### config.mk
export PLATFORM = sky130hd
export DESIGN_NAME = game_controller_flat
export DESIGN_NICKNAME = d
export VERILOG_FILES = /design/src/rtl/game_controller_if.sv /design/src/rtl/game_controller.sv /design/src/flat_wrapper.sv
export SDC_FILE = /design/constraint.sdc
export NUM_CORES = 1
export LEC_CHECK = 0
export ABC_AREA = 1
export BUFFER_PORTS_ARGS = -buffer_cell sky130_fd_sc_hd__clkbuf_2
export CAP_MARGIN = 40
export CORE_UTILIZATION = 45
export DETAILED_ROUTE_END_ITERATION = 10
export PLACE_DENSITY_LB_ADDON = 0.08
export SETUP_SLACK_MARGIN = 0.1
export SYNTH_ARGS = -nofsm -noshare
export SYNTH_HDL_FRONTEND = slang
export SYNTH_SLANG_ARGS = --single-unit
### constraint.sdc
create_clock -name clk -period 2.15 [get_ports clk]
set_clock_uncertainty 0.15 [all_clocks]
set_input_delay 0.43 -clock clk [delete_from_list [all_inputs] [get_ports clk]]
set_output_delay 0.43 -clock clk [all_outputs]
set_load 0.01 [all_outputs]
### src/rtl/game_controller_if.sv
// Game controller bus: player buttons and code switches in, game status out.
// The master modport drives the buttons; the slave modport is the controller.
interface game_controller_if;
  logic       btn_start;
  logic       btn_confirm;
  logic [3:0] sw_code;
  logic [3:0] state_f;
  logic [1:0] premio_f;
  logic [3:0] p1_f;
  logic [3:0] p2_f;
  logic [3:0] tries_f;
  logic       setter_f;

  modport master (
    output btn_start, btn_confirm, sw_code,
    input  state_f, premio_f, p1_f, p2_f, tries_f, setter_f
  );

  modport slave (
    input  btn_start, btn_confirm, sw_code,
    output state_f, premio_f, p1_f, p2_f, tries_f, setter_f
  );
endinterface

### src/rtl/game_controller.sv
// Round/score controller for the two-player code game: synchronizes the
// buttons and switches, runs rounds with role swaps, and keeps the scores.
module game_controller #(
  parameter int unsigned MAX_TRIES    = 3,
  parameter int unsigned WIN_SCORE    = 2,
  parameter int unsigned ROUND_CYCLES = 50000000
) (
  input  logic              clk,
  input  logic              rst_n,
  game_controller_if.slave  bus
);

  typedef enum logic [3:0] {
    ST_IDLE      = 4'd0,
    ST_SET       = 4'd1,
    ST_GUESS     = 4'd2,
    ST_ROUND_END = 4'd3,
    ST_GAME_OVER = 4'd4
  } state_t;

  localparam int unsigned   TW         = (ROUND_CYCLES > 1) ? $clog2(ROUND_CYCLES) : 1;
  localparam logic [TW-1:0] TIMER_LAST = TW'(ROUND_CYCLES - 1);
  localparam logic [TW-1:0] TIMER_ONE  = TW'(1);
  localparam logic [3:0]    TRIES_INIT = 4'(MAX_TRIES);
  localparam logic [3:0]    WIN_MAX    = 4'(WIN_SCORE);

  // Bit 0 is the first synchronizer stage; bit 2 delays the second for edge detection.
  logic [2:0]    r_start_sync;
  logic [2:0]    r_confirm_sync;
  logic [3:0]    r_sw_s1;
  logic [3:0]    r_sw_s2;

  state_t        r_state;
  logic [1:0]    r_premio;
  logic [3:0]    r_p1;
  logic [3:0]    r_p2;
  logic [3:0]    r_tries;
  logic          r_setter;
  logic [3:0]    r_secret;
  logic [TW-1:0] r_timer;

  state_t        w_state_nxt;
  logic [1:0]    w_premio_nxt;
  logic [3:0]    w_p1_nxt;
  logic [3:0]    w_p2_nxt;
  logic [3:0]    w_tries_nxt;
  logic          w_setter_nxt;
  logic [3:0]    w_secret_nxt;
  logic [TW-1:0] w_timer_nxt;

  logic          w_start_evt;
  logic          w_confirm_evt;
  logic [3:0]    w_winner_score;

  function automatic logic [3:0] sat_inc(input logic [3:0] score);
    return (score >= WIN_MAX) ? score : score + 4'd1;
  endfunction

  // NOTE: sequential state uses non-blocking assignments so every flop samples
  // its pre-edge inputs; blocking here would let one stage race through the next.
  always_ff @(posedge clk or negedge rst_n) begin
    if (!rst_n) begin
      r_start_sync   <= '0;
      r_confirm_sync <= '0;
      r_sw_s1        <= '0;
      r_sw_s2        <= '0;
    end else begin
      r_start_sync   <= {r_start_sync[1:0], bus.btn_start};
      r_confirm_sync <= {r_confirm_sync[1:0], bus.btn_confirm};
      r_sw_s1        <= bus.sw_code;
      r_sw_s2        <= r_sw_s1;
    end
  end

  assign w_start_evt    = r_start_sync[1] & ~r_start_sync[2];
  assign w_confirm_evt  = r_confirm_sync[1] & ~r_confirm_sync[2];
  assign w_winner_score = (r_premio == 2'b01) ? r_p1 : r_p2;

  always_ff @(posedge clk or negedge rst_n) begin
    if (!rst_n) begin
      r_state  <= ST_IDLE;
      r_premio <= '0;
      r_p1     <= '0;
      r_p2     <= '0;
      r_tries  <= '0;
      r_setter <= 1'b0;
      r_secret <= '0;
      r_timer  <= '0;
    end else begin
      r_state  <= w_state_nxt;
      r_premio <= w_premio_nxt;
      r_p1     <= w_p1_nxt;
      r_p2     <= w_p2_nxt;
      r_tries  <= w_tries_nxt;
      r_setter <= w_setter_nxt;
      r_secret <= w_secret_nxt;
      r_timer  <= w_timer_nxt;
    end
  end

  always_comb begin
    // NOTE: every next-state signal gets its hold value first, so no path
    // through the case below can leave one unassigned and infer a latch.
    w_state_nxt  = r_state;
    w_premio_nxt = r_premio;
    w_p1_nxt     = r_p1;
    w_p2_nxt     = r_p2;
    w_tries_nxt  = r_tries;
    w_setter_nxt = r_setter;
    w_secret_nxt = r_secret;
    w_timer_nxt  = r_timer;

    case (r_state)
      ST_IDLE: begin
        if (w_start_evt) begin
          w_state_nxt  = ST_SET;
          w_p1_nxt     = '0;
          w_p2_nxt     = '0;
          w_setter_nxt = 1'b0;
        end
      end

      ST_SET: begin
        if (w_confirm_evt) begin
          w_secret_nxt = r_sw_s2;
          w_tries_nxt  = TRIES_INIT;
          w_state_nxt  = ST_GUESS;
        end
      end

      ST_GUESS: begin
        if (w_confirm_evt) begin
          if (r_sw_s2 == r_secret) begin
            // Guesser is player 2 while player 1 sets, and vice versa.
            if (!r_setter) begin
              w_p2_nxt     = sat_inc(r_p2);
              w_premio_nxt = 2'b10;
            end else begin
              w_p1_nxt     = sat_inc(r_p1);
              w_premio_nxt = 2'b01;
            end
            w_timer_nxt = '0;
            w_state_nxt = ST_ROUND_END;
          end else if (r_tries <= 4'd1) begin
            if (!r_setter) begin
              w_p1_nxt     = sat_inc(r_p1);
              w_premio_nxt = 2'b01;
            end else begin
              w_p2_nxt     = sat_inc(r_p2);
              w_premio_nxt = 2'b10;
            end
            w_tries_nxt = '0;
            w_timer_nxt = '0;
            w_state_nxt = ST_ROUND_END;
          end else begin
            w_tries_nxt = r_tries - 4'd1;
          end
        end
      end

      ST_ROUND_END: begin
        if (r_timer == TIMER_LAST) begin
          if (w_winner_score == WIN_MAX) begin
            w_state_nxt = ST_GAME_OVER;
          end else begin
            w_state_nxt  = ST_SET;
            w_setter_nxt = ~r_setter;
            w_premio_nxt = 2'b00;
          end
        end else begin
          w_timer_nxt = r_timer + TIMER_ONE;
        end
      end

      ST_GAME_OVER: begin
        if (w_start_evt) begin
          w_state_nxt  = ST_SET;
          w_p1_nxt     = '0;
          w_p2_nxt     = '0;
          w_premio_nxt = 2'b00;
          w_setter_nxt = 1'b0;
        end
      end

      default: begin
        w_state_nxt  = ST_IDLE;
        w_premio_nxt = 2'b00;
      end
    endcase
  end

  assign bus.state_f  = r_state;
  assign bus.premio_f = r_premio;
  assign bus.p1_f     = r_p1;
  assign bus.p2_f     = r_p2;
  assign bus.tries_f  = r_tries;
  assign bus.setter_f = r_setter;

endmodule
### src/flat_wrapper.sv
// flat-port wrapper written by rule: the top's interface ports become plain ports
module game_controller_flat 
#(
  parameter int unsigned MAX_TRIES    = 3,
  parameter int unsigned WIN_SCORE    = 2,
  parameter int unsigned ROUND_CYCLES = 50000000
)
  (clk, rst_n, bus_btn_start, bus_btn_confirm, bus_sw_code, bus_state_f, bus_premio_f, bus_p1_f, bus_p2_f, bus_tries_f, bus_setter_f);
  game_controller_if bus_i ();
  input  logic clk;
  input  logic rst_n;
  input wire logic [$bits(bus_i.btn_start)-1:0] bus_btn_start;
  input wire logic [$bits(bus_i.btn_confirm)-1:0] bus_btn_confirm;
  input wire logic [$bits(bus_i.sw_code)-1:0] bus_sw_code;
  output wire logic [$bits(bus_i.state_f)-1:0] bus_state_f;
  output wire logic [$bits(bus_i.premio_f)-1:0] bus_premio_f;
  output wire logic [$bits(bus_i.p1_f)-1:0] bus_p1_f;
  output wire logic [$bits(bus_i.p2_f)-1:0] bus_p2_f;
  output wire logic [$bits(bus_i.tries_f)-1:0] bus_tries_f;
  output wire logic [$bits(bus_i.setter_f)-1:0] bus_setter_f;
  assign bus_i.btn_start = bus_btn_start;
  assign bus_i.btn_confirm = bus_btn_confirm;
  assign bus_i.sw_code = bus_sw_code;
  assign bus_state_f = bus_i.state_f;
  assign bus_premio_f = bus_i.premio_f;
  assign bus_p1_f = bus_i.p1_f;
  assign bus_p2_f = bus_i.p2_f;
  assign bus_tries_f = bus_i.tries_f;
  assign bus_setter_f = bus_i.setter_f;
  game_controller #(.MAX_TRIES(MAX_TRIES), .WIN_SCORE(WIN_SCORE), .ROUND_CYCLES(ROUND_CYCLES)) u_core (.clk(clk), .rst_n(rst_n), .bus(bus_i));
endmodule
==> impl_metrics.toml <==
[status]
status = "finished clean"

[place]
dp_hpwl_mm = 5.30
portBuffers = 25
dp_cells = 585
place_ws_ns = 0.232
gp_congestion = 0.929

[synthesis]
synth_common_cells = "169 x nand2_1, 62 x dfrtp_1, 45 x nor2_1"
synth_top_cell_by_area = "dfrtp_1"
synth_edf_count = 0
synth_simple_gate_area_frac = 0.378
synth_compound_area_frac = 0.0431
ys_ff_latch = 62
synth_xor_area_frac = 0.0381
synth_top_area_share = 0.449
synth_most_common_cell = "nand2_1"
syn_nets = 476
synth_mux_area_frac = 0
yosysWarnings = 0
avgSynthCellArea_um2 = 7.49
ys_seq_area_frac = 0.449
synthTopCellsByArea = "dfrtp_1 45%, nand2_1 18%, nand3_1 5.2%, nor2_1 4.9%, inv_1 4.6%"
synth_top_family_by_area = "simple AND/OR/NAND/NOR gates"
synthArstFlopShare = 1.00
synth_cells = 461
syn_area_um2 = 3450
synthFlopType = "dfrtp_1"
synth_fa_ha_area_frac = 0.0254
ys_types = 35

[power]
seqPwrFrac = 0.353
p_leak_nw = 2.08
p_clk_frac = 0.267
peakVddDrop_mv = 0.505
power_density_nw_per_um2 = 1100
combPwrFrac = 0.380
p_int_w = 0.00257
sw_frac_of_total = 0.412
switchingPower_w = 0.00180

[cells_and_area]
multi_input_area_um2 = 1690
fin_nets = 513
fin_cells = 602
post_route_cells_drive_above_1_share = 0.155
num-fill-cells = 703
fin_util = 0.541
seqCellArea_um2 = 1550
area_growth_pct = 14.9
n_antenna_cell = 0

[cts]
root_buffer = "clkbuf_8"
cts_setup_buffers = 0
clkSinkCount = 62
path_clk_slew_ns = 0.08
clk_latency_ns = 0.34
cts.path.max_buffers = 2
tritoncts = "done"
h-tree-depth = 3
numCtsBuffers = 9

[critical_path]
required_ns = 2.22
arrival_ns = 1.98
start_kind = "flip-flop"
cp-end-kind = "flip-flop"
rr_worst_depth = 11
reg2reg_from = "u_core.bus.tries_f[0]"
cp_max_fo = 5
r2r-end = "u_core.bus.p2_f[0]"
reg2reg_setup_slack_ns = 0.24
path_class = "flip-flop to flip-flop"
critical-path-top-delay-family = "simple AND/OR/NAND/NOR gates"
slowest_delay_ns = 0.42
path_cells = "inv_1 -> ha_2 -> nor2_1 -> nor3_2 -> nor2_1 -> nand2_1 -> nand3_1 -> nor2_2 -> nand2_1 -> nand2_1 -> nand2_1"
crit_slowest_cell = "dfrtp_1"
crit_top_cell = "nand2_1"
path_buf_inv = 1

[min_path]
whs_path_depth = 1
hold_end = "u_core.r_sw_s1[1]"
min_path_type = "input port to flip-flop"
min_from = "bus_sw_code[1]"

[drt]
wl_per_cell_um = 12.2
dr_total_vias = 2924
vias_per_cell = 4.86
dr.pass1.iters = 5
drc = 0
finalWirelength_mm = 7.37
drtIter0Drc = 156
ant_nets = 0

[global_route]
grt_overflow_total = 0
grt_usage = 0.202
grt_max_degree = 63
antenna_found_initial = 0
grt_pass1_vias = 2623
grt_first_pass_wirelength_mm = 12.3

[timing]
setup_viol = 0
fin_crit_sh = 0.887
slew_viol_final = 0
timing.final.crit_period_ns = 1.91
fmax_ghz = 0.525
fin_ws_ns = 0.244
finalHoldViolations = 0
setup_tns_ns = 0
rsz0062_at_grt = "yes"

[floorplanning]
die_area_um2 = 8030
die-height_um = 89.6
start_util = 0.471
ioPinCount = 27
std_cell_rows = 31
die_w_um = 89.6
core-area_um2 = 7330

[flow_run]
max_cap_violations = 0
[kinds of logic after synthesis]
| group | count (synthesis) |
|---|---|
| other cells | 1 |
| fa+ha+maj | 7 |
| compound gates | 27 |
| xor+xnor | 15 |
| buf+inv | 54 |
| flops | 62 |
| simple gates | 295 |
[flip-flops by register name (all words and copies together), names as in the netlist]
signal	cells
u_core.bus.p1_f	4
u_core.bus.p2_f	4
u_core.bus.premio_f	2
u_core.bus.setter_f	1
u_core.bus.state_f	3
u_core.bus.tries_f	4
u_core.r_confirm_sync	3
u_core.r_secret	4
u_core.r_start_sync	3
u_core.r_sw_s1	4
u_core.r_sw_s2	4
u_core.r_timer	26
[worst max-delay path by stage]
stage	startpoint	end	slack, ns	depth (start not counted)
floorplan	u_core.bus.tries_f[0]	u_core.r_timer[4]	0.31	12
global placement	u_core.bus.tries_f[0]	u_core.bus.p1_f[3]	0.24	10
global route	u_core.r_timer[0]	u_core.r_timer[14]	0.10	11
detailed placement	u_core.bus.tries_f[0]	u_core.bus.p1_f[3]	0.23	10
CTS	u_core.bus.tries_f[0]	u_core.bus.p1_f[3]	0.19	10
finish	u_core.bus.tries_f[0]	u_core.bus.p2_f[0]	0.24	11
[power by group through the flow]
stage                     logic (W)  registers [W]  clock network [W]
final                       0.00166        0.00155            0.00117
after global routing        0.00189        0.00158            0.00125
after CTS                   0.00162        0.00154            0.00120
after global placement      0.00159        0.00156                  0
after detailed placement    0.00162        0.00157                  0
after floorplan             0.00117        0.00157                  0
[layout by cell type, fill, tap and decap left out, drive strengths merged]
cell and count:
o211ai 1, ha 7, clkinvlp 1, nand4 11, dfrtp 62, a21oi 3, xor2 10, bufinv 2
a21boi 1, a21o 2, conb 1, nand3 36, buf 5, a22oi 1, nor2 52, dlygate4sd3 1
or2 5, nor3 9, clkbuf 34, and3 1, inv 52, o21ai 18, and2 1, xnor2 5
a31oi 1, nor3b 1, clkinv 1, nand3b 1, nor4 2, nand2 176
[layout make-up]
| type | instances | area share |
|---|---|---|
| multi-input cells | 345 | 0.427 |
| inverters | 49 | 0.0470 |
| repair buffers | 31 | 0.0467 |
| clock buffers | 9 | 0.0312 |
| well taps | 99 | 0.0312 |
| flip-flops and latches | 62 | 0.391 |
| clock inverters | 7 | 0.0259 |
[layer usage]
metal,share of wire,vias up,global-route usage
met5,0,-,0
met4,0.0072,0,0.0693
met3,0.025,5,0.0384
met2,0.43,38,0.302
met1,0.54,1353,0.293
li1,-,1528,-
[timing repair]
action	CTS	global route
gates resized for setup	0	5
endpoints found under the setup margin	0	25
endpoints found under the hold margin	62	0
hold buffers	1	0
[worst register-to-register path, cell delays in order, from the launching register on]
cell	delay [ns]
dfrtp_1	0.42
inv_1	0.11
ha_2	0.20
nor2_1	0.06
nor3_2	0.13
nor2_1	0.06
nand2_1	0.11
nand3_1	0.12
nor2_2	0.19
nand2_1	0.12
nand2_1	0.08
nand2_1	0.05
[stage by stage]
step                hold slack, ns  area [um^2]  total power, W
floorplan                  -0.0156         3450         0.00275
global placement             0.182         3710         0.00315
detailed placement           0.186         3710         0.00318
CTS                         0.0276         3950         0.00437
global route                0.0226         3970         0.00473
finish                      0.0457         3970         0.00438
No activity file was read; power rests on OpenSTA's default activity.
